===== src/rtl/lpif_pkg.sv =====
// rtl/lpif_pkg.sv - LPIF link-state codes and sizing helpers shared by the tx buffer.
package lpif_pkg;

  typedef enum logic [3:0] {
    LS_RESET     = 4'h0,
    LS_ACTIVE    = 4'h1,
    LS_LINKRESET = 4'h9,
    LS_LINKERROR = 4'hA,
    LS_RETRAIN   = 4'hB,
    LS_DISABLED  = 4'hC
  } lpif_state_e;

  // Each stored entry is the beat data plus six per-byte side fields.
  localparam int LPIF_SIDE_FIELDS = 6;

  function automatic int lpif_nb(input int bus_width);
    return bus_width / 8;
  endfunction

  function automatic int lpif_entry_width(input int bus_width);
    return bus_width + LPIF_SIDE_FIELDS * (bus_width / 8);
  endfunction

endpackage


===== src/rtl/lpif_fifo_ram.sv =====
// rtl/lpif_fifo_ram.sv - Entry storage: one synchronous write port, one asynchronous read port.
module lpif_fifo_ram #(
  parameter int WIDTH = 448,
  parameter int DEPTH = 8,
  localparam int AW = $clog2(DEPTH)
) (
  input  logic             clk,
  input  logic             wr_en,
  input  logic [AW-1:0]    wr_addr,
  input  logic [WIDTH-1:0] wr_data,
  input  logic [AW-1:0]    rd_addr,
  output logic [WIDTH-1:0] rd_data
);

  logic [WIDTH-1:0] mem [DEPTH];

  // Contents are qualified by the pointers, so storage carries no reset.
  always_ff @(posedge clk) begin
    if (wr_en) begin
      mem[wr_addr] <= wr_data;
    end
  end

  assign rd_data = mem[rd_addr];

endmodule


===== src/rtl/lpif_tx_fifo.sv =====
// rtl/lpif_tx_fifo.sv - LPIF transmit elastic buffer with link-state gated dequeue,
// flush on link-down and a sticky TLP framing checker.
module lpif_tx_fifo
  import lpif_pkg::*;
#(
  parameter int LPIF_BUS_WIDTH = 256,
  parameter int DEPTH = 8,
  localparam int NB = LPIF_BUS_WIDTH / 8,
  localparam int CW = $clog2(DEPTH + 1)
) (
  input  logic                      lclk,
  input  logic                      reset,
  input  logic                      lp_irdy,
  input  logic [LPIF_BUS_WIDTH-1:0] lp_data,
  input  logic [NB-1:0]             lp_valid,
  input  logic [NB-1:0]             lp_tlp_start,
  input  logic [NB-1:0]             lp_tlp_end,
  input  logic [NB-1:0]             lp_dllp_start,
  input  logic [NB-1:0]             lp_dllp_end,
  input  logic [NB-1:0]             lp_tlpedb,
  output logic                      pl_trdy,
  input  logic                      pl_linkup,
  input  logic [3:0]                pl_state_sts,
  output logic                      tx_valid,
  input  logic                      tx_ready,
  output logic [LPIF_BUS_WIDTH-1:0] tx_data,
  output logic [NB-1:0]             tx_valid_b,
  output logic [NB-1:0]             tx_tlp_start,
  output logic [NB-1:0]             tx_tlp_end,
  output logic [NB-1:0]             tx_dllp_start,
  output logic [NB-1:0]             tx_dllp_end,
  output logic [NB-1:0]             tx_tlpedb,
  output logic [CW-1:0]             occupancy,
  output logic                      frame_err
);

  localparam int AW = $clog2(DEPTH);
  localparam int PW = AW + 1;
  localparam int EW = lpif_entry_width(LPIF_BUS_WIDTH);

  logic [PW-1:0] wr_ptr, rd_ptr, wr_ptr_n, rd_ptr_n;
  logic [CW-1:0] occ_n;
  logic          flush_q;
  logic          in_tlp;
  logic          wr_en, rd_en, empty, full_n, trdy_n;
  logic          tlp_scan, beat_err;
  logic [EW-1:0] wr_entry, rd_entry;

  assign empty    = (wr_ptr == rd_ptr);
  assign wr_en    = lp_irdy && pl_trdy && !flush_q;
  assign tx_valid = !empty && (pl_state_sts == LS_ACTIVE) && !flush_q;
  assign rd_en    = tx_valid && tx_ready;

  assign wr_entry = {lp_tlpedb, lp_dllp_end, lp_dllp_start,
                     lp_tlp_end, lp_tlp_start, lp_valid, lp_data};
  assign {tx_tlpedb, tx_dllp_end, tx_dllp_start,
          tx_tlp_end, tx_tlp_start, tx_valid_b, tx_data} = rd_entry;

  lpif_fifo_ram #(
    .WIDTH (EW),
    .DEPTH (DEPTH)
  ) u_ram (
    .clk     (lclk),
    .wr_en   (wr_en),
    .wr_addr (wr_ptr[AW-1:0]),
    .wr_data (wr_entry),
    .rd_addr (rd_ptr[AW-1:0]),
    .rd_data (rd_entry)
  );

  // pl_trdy is registered from the post-edge fullness so it never sees tx_ready combinationally.
  always_comb begin
    wr_ptr_n = wr_ptr;
    rd_ptr_n = rd_ptr;
    occ_n    = occupancy;
    if (flush_q) begin
      wr_ptr_n = '0;
      rd_ptr_n = '0;
      occ_n    = '0;
    end else begin
      wr_ptr_n = wr_ptr + PW'(wr_en);
      rd_ptr_n = rd_ptr + PW'(rd_en);
      case ({wr_en, rd_en})
        2'b10:   occ_n = occupancy + CW'(1);
        2'b01:   occ_n = occupancy - CW'(1);
        default: occ_n = occupancy;
      endcase
    end
    full_n = (wr_ptr_n[AW-1:0] == rd_ptr_n[AW-1:0]) && (wr_ptr_n[AW] != rd_ptr_n[AW]);
    trdy_n = !full_n && pl_linkup;
  end

  // Lanes are scanned low to high; a start and a later end in one beat is a complete TLP.
  always_comb begin
    tlp_scan = in_tlp;
    beat_err = 1'b0;
    for (int i = 0; i < NB; i++) begin
      if (lp_tlp_start[i]) begin
        if (tlp_scan) beat_err = 1'b1;
        tlp_scan = 1'b1;
      end
      if (lp_tlp_end[i]) begin
        if (!tlp_scan) beat_err = 1'b1;
        tlp_scan = 1'b0;
      end
    end
  end

  always_ff @(posedge lclk or negedge reset) begin
    if (!reset) begin
      wr_ptr    <= '0;
      rd_ptr    <= '0;
      occupancy <= '0;
      flush_q   <= 1'b1;
      pl_trdy   <= 1'b0;
    end else begin
      wr_ptr    <= wr_ptr_n;
      rd_ptr    <= rd_ptr_n;
      occupancy <= occ_n;
      flush_q   <= !pl_linkup;
      pl_trdy   <= trdy_n;
    end
  end

  always_ff @(posedge lclk or negedge reset) begin
    if (!reset) begin
      in_tlp    <= 1'b0;
      frame_err <= 1'b0;
    end else if (flush_q) begin
      in_tlp    <= 1'b0;
      frame_err <= 1'b0;
    end else if (wr_en) begin
      in_tlp <= tlp_scan;
      if (beat_err) frame_err <= 1'b1;
    end
  end

endmodule


===== config.mk =====
export PLATFORM = sky130hd
export DESIGN_NAME = lpif_tx_fifo
export DESIGN_NICKNAME = d
export VERILOG_FILES = /design/src/rtl/lpif_pkg.sv /design/src/rtl/lpif_fifo_ram.sv /design/src/rtl/lpif_tx_fifo.sv
export SDC_FILE = /design/constraint.sdc
export NUM_CORES = 2
export LEC_CHECK = 0
export CAP_MARGIN = 10
export CORE_ASPECT_RATIO = 2
export CORE_UTILIZATION = 30
export CTS_CLUSTER_SIZE = 30
export DETAILED_ROUTE_END_ITERATION = 7
export PLACE_DENSITY_LB_ADDON = 0.1
export SLEW_MARGIN = 20
export SYNTH_ARGS = -nofsm -noshare
export SYNTH_HDL_FRONTEND = slang
export SYNTH_HIERARCHICAL = 1
export SYNTH_SLANG_ARGS = --single-unit

===== constraint.sdc =====
create_clock -name lclk -period 30.3 [get_ports lclk]
set_input_delay 4.545 -clock lclk [delete_from_list [all_inputs] [get_ports lclk]]
set_output_delay 4.545 -clock lclk [all_outputs]
set_load 0.05 [all_outputs]

==> summary.md <==
| Metric | Value |
|---|---|
| Post-route met1 wirelength | between 100 and 150 mm |
| Setup WS pre-CTS | between 15 and 20 ns |
| Max Clk Rate | 78.46 MHz |
| Clock slew at reported path FFs | roughly 0.06 ns |
| Yosys warning total | 6 |
| Cell Int Power | roughly 0.008 W |
| Fraction of registers with async set/reset | 0.4444% |
| Prevailing post-synth register cell | edfxtp_1 |
| R2R depth | 9 |
| Post-Route Skew | ~0.046 ns |
| Die H | ~960 um |
| Routed Antenna Nets | 0 |
| Fin worst setup slack | 17.56 ns |
| GRT Total Usage | approximately 16% |
| Synthesis-to-finish area growth | 20.05% |
| Starting Density | between 30% and 40% |
| Status | finished, final reports clean |
| Comb power frac | 3.3% |
| Cell variety after synth | 79 |
| CTS tree | built |
| CP max FO | a little over 90 |
| Max-cap violations | 0 |
| Worst min path class | reg -> reg |
| Hold endpoint | occupancy[0]$_DFFE_PN0P_ |
| Min-delay src | occupancy[0]$_DFFE_PN0P_ |
| Flop-to-flop setup slack | ~24 ns |
| I/O pin cnt | 912 |
| Sequential element share of the synthesized area | roughly 79% |
| CP max stage cell | buf_4 |
| CP Data Arrival Time | around 8 ns |
| Worst path cell trace | buf_12 > buf_4 > buf_12 > buf_4 > buf_6 > buf_4 > mux4_2 > mux2_2 > clkdlybuf4s50_1 |
| Switching Share | roughly a fifth |
| NumNets Final | approximately 7100 |
| Core area | about 450000 sq um |
| CTS resizes | 0 |
| DP Wirelength | around 220 mm |
| Fillers | roughly 41000 |
| Final setup fails | 0 |
| I/O Buffers | between 900 and 1000 |
| Static Leak | 49.05 nW |
| Fin crit period | around 13 ns |
| Period utilisation layout | between 40% and 50% |
| Remaining global-route overflow | 0 |
| Sw Pwr | ~0.0021 W |
| Layout cell share with drive strength beyond 1 | between 20% and 30% |
| Worst slew margin | between 20% and 30% |
| Maximum VDD drop | between 40 and 50 uV |
| Clock sinks | 3600 |
| Mapped Cells | around 5500 |
| Number of DRC markers in iteration 0 | between 3000 and 4000 |
| Slew Viols, Final | 0 |
| FF-to-FF End | u_ram/mem[3][168]$_DFFE_PP_ |
| Pwr Density | between 60 and 70 nW/um^2 |
| Crit path top cell by count | buf_4 |
| Routed Wire Length | 370.1 mm |
| Postcts setup bufs | 0 |
| Final Power | approximately 0.010 W |
| Final instance area | about 160000 sq um |
| Sequential power share | a little over half |
| CP max stage delay | slightly below 0.9 ns |
| Routed wl met2 | between 150 and 200 mm |
| Worst reg2reg path startpoint | pl_trdy$_DFF_PN0_ |
| Critical path type | reg -> out |
| Endpoints failing hold | 0 |
| Syn Nets | 5988 |
| Post-synthesis register bit count | 3600 |
| Hold slack | around 0.60 ns |
| Number of remaining DRC errors | 0 |
| EDFF count, synth | approximately 3600 |
| Largest net degree at the start of global routing | 142 |
| Mapped Area | around 140000 sq um |
| Avg Cell Area, Syn | roughly 25 sq um |
| Hold path depth | 1 |
| Setup TNS | 0 ns |
| Met3 wire len | ~33 mm |
| Worst Setup End Kind | output pin |
| Die area | roughly 460000 sq um |
| Global-route wire length before repair | between 500 and 600 mm |
| CTS Hold Bufs | 0 |
| Vias | slightly above 60000 |
| Row count | between 300 and 400 |
| Setup crit start kind | flip-flop |
| Worst-skew pair later-pin latency | ~0.89 ns |
| Routability cong. | roughly 0.75 |
| CTS root buffer | clkbuf_16 |
| Tightest Pin Transition | between 1 and 1.5 ns |
| RSZ-0062 raised after global routing | false |
| Num CTS Buffers | approximately 350 |
| CP top delay family | buffers and inverters |
| Die Wd | 479.5 um |
| Clock power share | 42.2% |
| Initial antenna violation count | between 100 and 150 |
| Worst path buffer plus inverter count | 7 |
| Area post-placement | approximately 150000 sq um |
| Vias in the first global route | ~68000 |
| Highest Signal Layer | met5 |
| DR vias/cell | 4.764 |
| WL per Instance | around 29 um |
| H-tree depth | 5 |
| Clock Path Buffers | 4 |
| Worst endpoint required time | approximately 26 ns |
| DR pass1 iterations | 5 |
## synth_stat cells (4+ instances only)
cell type  count  area (sq um)
edfxtp_1    3584        107600
mux4_2       896         20180
mux2_2       450          5067
buf_2         99         495.5
clkbuf_1      93         349.1
buf_6         50         563.0
nor2_1        46         172.7
inv_1         32         120.1
a21oi_1       25         125.1
nand2_1       23         86.33
nor2b_1       20         125.1
dfrtp_1       15         375.4
nand2b_1      14         87.58
nor3_1        11         55.05
o21ai_0       11         55.05
buf_1          9         33.78
ha_1           8         100.1
nand3_1        7         35.03
nand4_1        7         43.79
xor2_1         7         61.31
a2111oi_0      6         52.55
a31oi_1        6         37.54
o22ai_1        5         31.28
xnor2_1        5         43.79
a21o_1         4         30.03
mux2i_1        4         40.04
nor4_1         4         25.02
o21bai_1       4         30.03
or3_1          4         25.02
## metal layers
layer	vias to the layer above	GRT usage, %
li1	26034	-
met4	146	3.448
met2	1570	27.94
met1	33273	18.19
met3	584	6.210
met5	-	0
## sequential cells by signal, indices dropped and copies added, names as in the netlist
name and count:
u_ram/mem 3584, occupancy 4, rd_ptr 4, wr_ptr 4, flush_q 1, frame_err 1
in_tlp 1, pl_trdy 1
## per-stage QoR
| step | cells | util [%] |
|---|---|---|
| floorplan | 5522 | - |
| global placement | 12299 | 33.74 |
| detailed placement | 12301 | 33.75 |
| CTS | 12901 | 36.15 |
| global route | 12906 | 36.16 |
| finish | 12932 | 36.17 |
## cells in the final DEF (no fill, tap or decap), types with 9 or more instances in the layout
| master | count |
|---|---|
| clkinv_2 | 53 |
| nor2_1 | 40 |
| edfxtp_1 | 3584 |
| buf_12 | 14 |
| clkinv_1 | 78 |
| o21ai_0 | 11 |
| mux4_2 | 896 |
| dfrtp_1 | 12 |
| nor3_1 | 9 |
| bufinv_16 | 30 |
| clkbuf_16 | 349 |
| buf_4 | 118 |
| mux2_2 | 450 |
| inv_1 | 32 |
| nor2b_1 | 20 |
| clkdlybuf4s50_1 | 911 |
| diode_2 | 31 |
| clkbuf_1 | 58 |
| a21oi_1 | 25 |
| nand2_1 | 23 |
| nand2b_1 | 14 |
## logic make-up after synthesis
group	count (synthesis)	share of synthesized area (%)
multiplexers	1350	18.48
AND/OR/NAND/NOR	154	0.6063
flip-flops	3600	78.95
XOR/XNOR	12	0.07681
adder cells (fa/ha/maj)	10	0.09511
AO/OA/AOI/OAI	113	0.6466
buffers and inverters	283	1.141
## final cells by class
cell class	count	area, sq um	area share (%)
antenna	31	77.57	0.04723
clock buffer	409	8979	5.466
clock inverter	191	1926	1.172
inverter	32	120.1	0.07313
multi-input combinational	1639	27300	16.62
sequential	3600	108000	65.77
tap	5984	7487	4.558
timing repair buffer	1046	10330	6.287
## power by group through the flow
stage	combinational [W]	clock [W]	sequential [W]
detailed placement	0.000336	0	0.00562
global route	0.000352	0.00457	0.00551
finish	0.000329	0.00427	0.00551
CTS	0.000338	0.00443	0.00551
floorplan	0.000129	0	0.00563
global placement	0.000331	0	0.00561
## worst max path at each step
stage	depth (start not counted)	slack [ns]	end	start
after detailed placement	9	17.80	tx_valid_b[21]	rd_ptr[0]$_DFF_PN0_
after floorplan	4	5.41	u_ram/mem[2][0]$_DFFE_PP_	lp_irdy
final	9	17.56	tx_valid_b[21]	rd_ptr[0]$_DFF_PN0_
after CTS	9	16.73	tx_valid_b[21]	rd_ptr[0]$_DFF_PN0_
after global routing	9	16.70	tx_valid_b[21]	rd_ptr[0]$_DFF_PN0_
after global placement	9	17.84	tx_valid_b[21]	rd_ptr[0]$_DFF_PN0_
Power figures use the tool's default switching activity.
